$ cat src/rtl/cdb_arbiter.sv
// cdb_arbiter: buffers one completed result per functional unit and broadcasts up to
// CDB_W buffered tags per cycle on the common data bus, chosen round-robin.
// Any unit whose buffered result loses arbitration is back-pressured.
module cdb_arbiter #(
  parameter int unsigned NUM_FU = 8,
  parameter int unsigned CDB_W  = 3,
  parameter int unsigned PR_W   = 6
) (
  input  logic                    clock,
  input  logic                    reset,
  input  logic                    squash,
  input  logic [NUM_FU-1:0]       fu_done,
  input  logic [NUM_FU*PR_W-1:0]  fu_dest_pr,
  output logic [NUM_FU-1:0]       fu_stall,
  output logic [NUM_FU-1:0]       fu_ready,
  output logic [CDB_W-1:0]        cdb_valid,
  output logic [CDB_W*PR_W-1:0]   cdb_tag
);

  localparam int unsigned PTR_W = (NUM_FU > 1) ? $clog2(NUM_FU) : 1;
  localparam int unsigned SUM_W = PTR_W + 1;
  localparam int unsigned CNT_W = $clog2(CDB_W + 1);

  logic [NUM_FU-1:0]       buf_valid;
  logic [PR_W-1:0]         buf_tag [NUM_FU];
  logic [PTR_W-1:0]        rr_ptr;

  logic [NUM_FU-1:0]       grant;
  logic                    any_grant;
  logic [PTR_W-1:0]        last_idx;
  logic [CDB_W-1:0]        slot_valid;
  logic [CDB_W*PR_W-1:0]   slot_tag;
  logic [CNT_W-1:0]        n_grant;
  logic [SUM_W-1:0]        scan_sum;
  logic [PTR_W-1:0]        scan_idx;
  logic [SUM_W-1:0]        next_sum;
  logic [PTR_W-1:0]        next_ptr;

  // Round-robin scan from rr_ptr: the first CDB_W valid buffers fill slots in order.
  always_comb begin
    grant      = '0;
    any_grant  = 1'b0;
    last_idx   = '0;
    slot_valid = '0;
    slot_tag   = '0;
    n_grant    = '0;
    scan_sum   = '0;
    scan_idx   = '0;
    for (int unsigned k = 0; k < NUM_FU; k++) begin
      scan_sum = SUM_W'(rr_ptr) + SUM_W'(k);
      if (scan_sum >= SUM_W'(NUM_FU)) begin
        scan_sum = scan_sum - SUM_W'(NUM_FU);
      end
      scan_idx = scan_sum[PTR_W-1:0];
      if (buf_valid[scan_idx] && (n_grant < CNT_W'(CDB_W))) begin
        grant[scan_idx]                         = 1'b1;
        slot_valid[n_grant]                     = 1'b1;
        slot_tag[int'(n_grant)*PR_W +: PR_W]    = buf_tag[scan_idx];
        last_idx                                = scan_idx;
        any_grant                               = 1'b1;
        n_grant                                 = n_grant + CNT_W'(1);
      end
    end
  end

  // Pointer advances to just past the last unit granted this cycle.
  always_comb begin
    next_sum = SUM_W'(last_idx) + SUM_W'(1);
    if (next_sum >= SUM_W'(NUM_FU)) begin
      next_sum = next_sum - SUM_W'(NUM_FU);
    end
    next_ptr = next_sum[PTR_W-1:0];
  end

  // A buffer holding a result that lost arbitration stalls its unit.
  assign fu_stall = buf_valid & ~grant;
  assign fu_ready = ~fu_stall;

  // Result buffers, round-robin pointer and registered CDB slots.
  always_ff @(posedge clock) begin
    if (reset) begin
      buf_valid <= '0;
      rr_ptr    <= '0;
      cdb_valid <= '0;
      cdb_tag   <= '0;
      for (int unsigned i = 0; i < NUM_FU; i++) begin
        buf_tag[i] <= '0;
      end
    end else begin
      for (int unsigned i = 0; i < NUM_FU; i++) begin
        if (squash) begin
          buf_valid[i] <= 1'b0;
        end else if (fu_done[i] && (!buf_valid[i] || grant[i])) begin
          buf_valid[i] <= 1'b1;
          buf_tag[i]   <= fu_dest_pr[i*PR_W +: PR_W];
        end else if (grant[i]) begin
          buf_valid[i] <= 1'b0;
        end
      end
      if (squash) begin
        cdb_valid <= '0;
        cdb_tag   <= '0;
      end else begin
        cdb_valid <= slot_valid;
        cdb_tag   <= slot_tag;
        if (any_grant) begin
          rr_ptr <= next_ptr;
        end
      end
    end
  end

  // A unit must not complete while its previous result is still held.
  illegal_done_a: assert property (@(posedge clock) disable iff (reset)
    ((fu_done & fu_stall) == '0))
    else $warning("cdb_arbiter: fu_done while stalled, ignored, mask %b", fu_done & fu_stall);

endmodule

$ cat config.mk
export PLATFORM = sky130hd
export DESIGN_NAME = cdb_arbiter
export DESIGN_NICKNAME = d
export VERILOG_FILES = /design/src/rtl/cdb_arbiter.sv
export SDC_FILE = /design/constraint.sdc
export NUM_CORES = 1
export LEC_CHECK = 0
export BUFFER_PORTS_ARGS = -buffer_cell sky130_fd_sc_hd__buf_2
export CAP_MARGIN = 5
export CORE_ASPECT_RATIO = 0.9
export CORE_MARGIN = 3
export CORE_UTILIZATION = 24
export DETAILED_ROUTE_END_ITERATION = 12
export PLACE_DENSITY_LB_ADDON = 0.3
export SYNTH_ARGS = -nofsm -noshare
export SYNTH_HDL_FRONTEND = slang
export SYNTH_SLANG_ARGS = --single-unit
$ cat constraint.sdc
create_clock -name clock -period 12.3 [get_ports clock]
set_clock_uncertainty 0.05 [all_clocks]
set_input_delay 1.23 -clock clock [delete_from_list [all_inputs] [get_ports clock]]
set_output_delay 1.23 -clock clock [all_outputs]
set_load 0.02 [all_outputs]
==> results.json, run 1 <==
{
  "drc": 0,
  "timing.fmax_mhz": 86.26,
  "maxSlewViolCount": 0,
  "antenna_found_initial": 0,
  "grt-busiest-layer": "met1",
  "hold_viol": 0,
  "hold_class": "register to register",
  "layout.nets": 1053,
  "fin_area_mm2": 0.009829,
  "grtUsageTotal_pct": 16.64,
  "grt_pass1_wl_mm": 47.83,
  "ant_nets": 0,
  "fp.dieW_um": 204.6,
  "wl_mm": 31.88,
  "fin_crit_sh_pct": 94.25,
  "startpoint_type": "register",
  "cp.arrival_ps": 10310,
  "met3_usage_pct": 3.673,
  "required_ps": 11020,
  "period_minus_slack_ps": 11590,
  "ys.flop_type": "edfxtp_1",
  "htreeDepth": 3,
  "synth_edf_count": 48,
  "synth_xor_area_share_pct": 0.6166,
  "drive_above_1_share_pct": 25.55,
  "yosysSeqAreaShare_pct": 25.14,
  "setup_viol": 0,
  "ys_seq_elements": 83,
  "synth_fa_ha_area_share_pct": 6.548,
  "muxShareOfSynthArea_pct": 29.39,
  "overflow": 0,
  "syn_nets": 979,
  "slowest_stage": "mux4_2",
  "sequentialPowerShare_pct": 16.0,
  "endpoint": "fu_stall[1]",
  "clkPwrFrac_pct": 12.1,
  "status": "finished, final reports clean",
  "yosys.area.top_type": "mux4_2",
  "grtUsageMet1_pct": 26.10,
  "gr-usage-met2_pct": 23.64,
  "intPower_mw": 1.093,
  "cts_inserted_buffers": 9,
  "firstDrtPassIters": 9,
  "die_h_um": 184.8,
  "vias": 7780,
  "yosys_warnings": 0,
  "layout.cells.most_common": "buf_2",
  "cts_hold_buf": 0,
  "clk_pin_slew_ps": 80,
  "netlist_instances": 876,
  "area_growth_pct": 15.34,
  "drt-vias-per-instance": 5.490,
  "placed_cell_area_mm2": 0.009512,
  "synth_area_leaders": "mux4_2 (20%), edfxtp_1 (17%), dfxtp_1 (8.2%), mux2i_1 (6.9%), ha_1 (6.3%)",
  "switchingPower_mw": 1.278,
  "grt_max_degree": 55,
  "crit_start": "rr_ptr[1]$_SDFFE_PP0N_",
  "synth_top_area_share_pct": 19.56,
  "final_cell_mix": "buf_2 (95), nand2_1 (75), mux4_2 (74)",
  "avgRoutedWirePerCell_um": 22.50,
  "drt_iter0_drc": 958,
  "ioPinCount": 96,
  "dieArea_mm2": 0.03781,
  "cts.sinks": 83,
  "ir_drop_uv": 97.60,
  "avgSynthCellArea_um2": 9.728,
  "swShare_pct": 53.89,
  "synth.distinct_cells": 78,
  "synth_compound_area_share_pct": 15.90,
  "gp_congestion": 0.9602,
  "dp_hpwl_mm": 25.82,
  "r2r_cells": 36,
  "synthSimpleGateAreaFrac_pct": 17.47,
  "drv_cap": 0,
  "initial_core_util_pct": 24.69,
  "antenna_cells": 0,
  "tightest_slew_ps": 1110,
  "syn_area_mm2": 0.008522,
  "relSlewSlack_pct": 25.23,
  "portBuffers": 95,
  "worstSetupPathType": "register to output pin",
  "core_area_mm2": 0.03451,
  "p_per_area_mw_per_mm2": 241.3,
  "clock_path_buffers": 2,
  "grt_pass1_vias": 7455,
  "cp-end-kind": "output pin",
  "ff2ff_setup_slack_ps": 1270,
  "hold_ws_ps": 673.4,
  "synthArstFlopShare_pct": 0,
  "max_stage_delay_ps": 630,
  "reg2reg_from": "rr_ptr[1]$_SDFFE_PP0N_",
  "r2r_end": "buf_tag[1][3]$_SDFFCE_PN0P_",
  "synth_top_family_by_area": "multiplexers",
  "rows": 64,
  "cts_tree": "done",
  "insertion_delay_ps": 370,
  "p_leak_nw": 3.713,
  "clockRootBuffer": "clkbuf_16",
  "crit_top_cell": "ha_1",
  "combinationalPowerShare_pct": 71.9,
  "critPathMaxFanout": 21
}
[sequential cells by signal, indices dropped and copies added, names as in the netlist, named ones only]
register and cells:
buf_tag 48, cdb_tag 18, buf_valid 8, cdb_valid 3
rr_ptr 3
[power by group through the flow]
stage,Clock (mW),Sequential (mW),Combinational [mW]
after floorplan,0,0.380,1.16
after global placement,0,0.385,1.66
after detailed placement,0,0.387,1.65
after CTS,0.292,0.381,1.66
after global routing,0.303,0.387,1.83
final,0.287,0.380,1.70
[Yosys cell counts (all sizes together), types with 3 or more instances]
cell / count
a2111oi: 3
a211oi: 7
a21boi: 5
a21o: 3
a21oi: 33
a221oi: 7
a222oi: 4
a22oi: 10
a311oi: 4
a31o: 4
a31oi: 11
and2: 28
and3: 9
buf: 28
clkbuf: 24
dfxtp: 35
edfxtp: 48
ha: 43
inv: 53
mux2: 17
mux2i: 59
mux4: 76
nand2: 75
nand2b: 11
nand3: 17
nand4: 10
nand4b: 5
nor2: 68
nor2b: 18
nor3: 22
nor3b: 8
nor4: 12
o2111ai: 4
o211ai: 10
o21a: 8
o21ai: 39
o221ai: 3
o22ai: 7
o31ai: 4
o32ai: 6
or3: 3
[how the worst min path moves through the flow]
| stage | to | from | slack (ps) | cells after the start |
|---|---|---|---|---|
| 2_1_floorplan | buf_valid[4]$_SDFFE_PP0P_ | buf_valid[4]$_SDFFE_PP0P_ | 710 | 3 |
| 3_5_place_dp | rr_ptr[0]$_SDFFE_PP0N_ | rr_ptr[0]$_SDFFE_PP0N_ | 670 | 2 |
| 4_1_cts | rr_ptr[0]$_SDFFE_PP0N_ | rr_ptr[0]$_SDFFE_PP0N_ | 690 | 2 |
| 6_report | rr_ptr[0]$_SDFFE_PP0N_ | rr_ptr[0]$_SDFFE_PP0N_ | 670 | 2 |
| 3_3_place_gp | rr_ptr[0]$_SDFFE_PP0N_ | rr_ptr[0]$_SDFFE_PP0N_ | 650 | 2 |
| 5_1_grt | rr_ptr[0]$_SDFFE_PP0N_ | rr_ptr[0]$_SDFFE_PP0N_ | 740 | 2 |
[metal layers]
metal | up-vias | share of wire (%)
met5 | - | 0
met4 | 0 | 0.58
met3 | 18 | 9.7
met2 | 426 | 41
met1 | 3802 | 49
li1 | 3534 | -
[area by class of cell]
| type | count | area [µm²] |
|---|---|---|
| clock buffer | 9 | 225.2 |
| clock inverter | 7 | 81.33 |
| fill | 3606 | 24680 |
| inverter | 53 | 198.9 |
| multi-input combinational | 688 | 5973 |
| sequential | 83 | 2147 |
| tap | 462 | 578.1 |
| timing repair buffer | 115 | 625.6 |
[worst max-delay path: cells and delay by family (launching register included)]
kind                     cells  cell delay, ps
flip-flops                   1             360
adder cells (fa/ha/maj)      7            2600
AO/OA/AOI/OAI                7            1870
AND/OR/NAND/NOR             11            2850
multiplexers                 3            1120
buffers and inverters        8            1130
[logic make-up after synthesis]
group                    count (synthesis)
XOR/XNOR                                 3
AO/OA/AOI/OAI                          193
buffers and inverters                  105
AND/OR/NAND/NOR                        296
flip-flops                              83
adder cells (fa/ha/maj)                 44
multiplexers                           152
[what timing repair did]
| item | CTS | global route |
|---|---|---|
| resized for setup | 0 | 6 |
| setup buffers | 0 | 0 |
| setup endpoints to repair | 0 | 16 |
[stage by stage]
| step | std cells | power, mW | setup slack [ps] | TNS (ps) | util (%) |
|---|---|---|---|---|---|
| 6_report | 1417 | 2.371 | 707.5 | 0 | 28.48 |
| 3_5_place_dp | 1401 | 2.038 | 875.0 | 0 | 27.56 |
| 2_1_floorplan | 876 | 1.542 | 838.4 | 0 | - |
| 5_1_grt | 1417 | 2.521 | -10.38 | -10.38 | 28.48 |
| 4_1_cts | 1417 | 2.333 | 408.4 | 0 | 28.45 |
| 3_3_place_gp | 1401 | 2.046 | 1194 | 0 | 27.56 |
(Power assumes the default switching activity.)
==> run 2: changes to the inputs <==
- CORE_UTILIZATION: 24 -> 37
- TNS_END_PERCENT: unset -> 1
==> results.json, run 2 (synthesis results as in run 1) <==
{
  "drc": 0,
  "post_cts.repair.setup_buffers": 0,
  "period_minus_slack_ps": 11530,
  "antenna_cells": 0,
  "reg.largest.list": "buf_tag (48), cdb_tag (18), buf_valid (8)",
  "clk_pin_slew_ps": 70,
  "hold_viol": 0,
  "hold_ws_ps": 671.2,
  "core_area_mm2": 0.02258,
  "drv_cap": 0,
  "worstSetupPathType": "register to output pin",
  "placed_cell_area_mm2": 0.009298,
  "timing.fmax_mhz": 86.75,
  "layout.cells.most_common": "buf_2",
  "vias": 7804,
  "critPathTopFamily": "simple AND/OR/NAND/NOR gates",
  "ff2ff_setup_slack_ps": 1410,
  "ir_drop_uv": 141.4,
  "dieArea_mm2": 0.02489,
  "cts_tree": "done",
  "r2r_end": "buf_tag[1][5]$_SDFFCE_PN0P_",
  "fill_cells": 2177,
  "htreeDepth": 3,
  "setup-tns-final_ps": 0,
  "cts_hold_buf": 0,
  "multi_input_area_mm2": 0.005971,
  "critPathBufInv": 6,
  "r2r_cells": 36,
  "final_cell_mix": "buf_2 (95), nand2_1 (75), mux4_2 (74)",
  "maxSlewViolCount": 0,
  "rows": 52,
  "rsz0062_at_grt": "no",
  "min_from": "rr_ptr[1]$_SDFFE_PP0N_",
  "clockRootBuffer": "clkbuf_16",
  "antenna_found_initial": 1,
  "relSlewSlack_pct": 24.79,
  "initial_core_util_pct": 37.75,
  "grtUsageTotal_pct": 23.48,
  "grt-busiest-layer": "met2",
  "insertion_delay_ps": 370,
  "met3_usage_pct": 5.124,
  "layout_setup_ws_ps": 772.0,
  "p_per_area_mw_per_mm2": 243.1,
  "regArea_mm2": 0.002147,
  "layout.nets": 1052,
  "slowest_stage": "mux4_2",
  "cp-end-kind": "output pin",
  "final_util_pct": 42.56,
  "gp_congestion": 1.002,
  "fin_area_mm2": 0.009608,
  "ctsResizeCount": 0,
  "drt-vias-per-instance": 6.238,
  "hold_class": "register to register",
  "crit_top_cell": "ha_1",
  "grt_pass1_vias": 7459,
  "required_ps": 11020,
  "dp_hpwl_mm": 23.64,
  "regMostFlops": "buf_tag",
  "drt_iter0_drc": 1234,
  "largest_reg_flops": 48,
  "reg2reg_from": "rr_ptr[1]$_SDFFE_PP0N_",
  "ioPinCount": 96,
  "cp.arrival_ps": 10250,
  "drive_above_1_share_pct": 25.47,
  "overflow": 0,
  "startpoint_type": "register",
  "cts.sinks": 83,
  "ant_nets": 0,
  "avgRoutedWirePerCell_um": 23.84,
  "holdPathStages": 2,
  "grtUsageMet1_pct": 34.10,
  "clock_path_buffers": 2,
  "fp.dieW_um": 166.0,
  "min_to": "rr_ptr[1]$_SDFFE_PP0N_",
  "area_growth_pct": 12.74,
  "firstDrtPassIters": 6,
  "status": "finished, final reports clean",
  "portBuffers": 95,
  "p_leak_nw": 3.708,
  "fin_crit_sh_pct": 93.72,
  "grt_max_degree": 60,
  "tightest_slew_ps": 1116,
  "gr-usage-met2_pct": 36.29,
  "critPathMaxFanout": 14,
  "wl_mm": 29.83,
  "die_h_um": 150.0,
  "setup_viol": 0,
  "grt_pass1_wl_mm": 45.55,
  "preCtsSetupSlack_ps": 906.0,
  "cts_inserted_buffers": 9,
  "max_stage_delay_ps": 620
}
## run 2: cell count changes in the layout (fill, tap and decap cells not counted), sizes merged
| cell | before | now |
|---|---|---|
| buf | 115 | 114 |
| inv | 55 | 57 |
| clkinv | 5 | 3 |
## run 2: cell type report
class / instances / area share (%)
multi-input cells: 688 / 62.14
clock buffers: 9 / 2.344
inverters: 53 / 2.071
well taps: 297 / 3.868
flip-flops and latches: 83 / 22.35
repair buffers: 114 / 6.433
clock inverters: 7 / 0.7944
## run 2: how the worst max path moves through the flow
stage,start,end,slack [ps],cells after the start
floorplan,rr_ptr[1]$_SDFFE_PP0N_,fu_ready[3],840,40
detailed placement,rr_ptr[1]$_SDFFE_PP0N_,fu_ready[3],910,34
finish,rr_ptr[1]$_SDFFE_PP0N_,fu_ready[2],770,35
global placement,rr_ptr[1]$_SDFFE_PP0N_,fu_ready[2],1310,34
global route,rr_ptr[1]$_SDFFE_PP0N_,fu_ready[3],40,35
CTS,rr_ptr[1]$_SDFFE_PP0N_,fu_ready[3],470,34
## run 2: layer usage
layer  vias up  wire length [µm]
li1       3526                 -
met3        54              3042
met2       483             12870
met4         0               562
met1      3741             13350
met5         -                 0
## run 2: where the power goes
group	leakage [nW]	switching, mW	internal, mW
Combinational	2.77	1.05	0.617
Sequential	0.794	0.0485	0.334
Clock	0.149	0.141	0.145
## run 2: worst reg2reg max path: cells and delay by family, from the launching register on
family | cells | cell delay (ps)
mux | 2 | 740
flops | 1 | 540
compound gates | 8 | 2900
buf+inv | 5 | 790
simple gates | 14 | 3060
fa+ha+maj | 7 | 2410
## run 2: per-stage QoR
step	cells	power, mW
final	1251	2.336
after global placement	1235	2.007
after floorplan	876	1.542
after detailed placement	1235	2.003
after CTS	1251	2.294
after global routing	1251	2.485
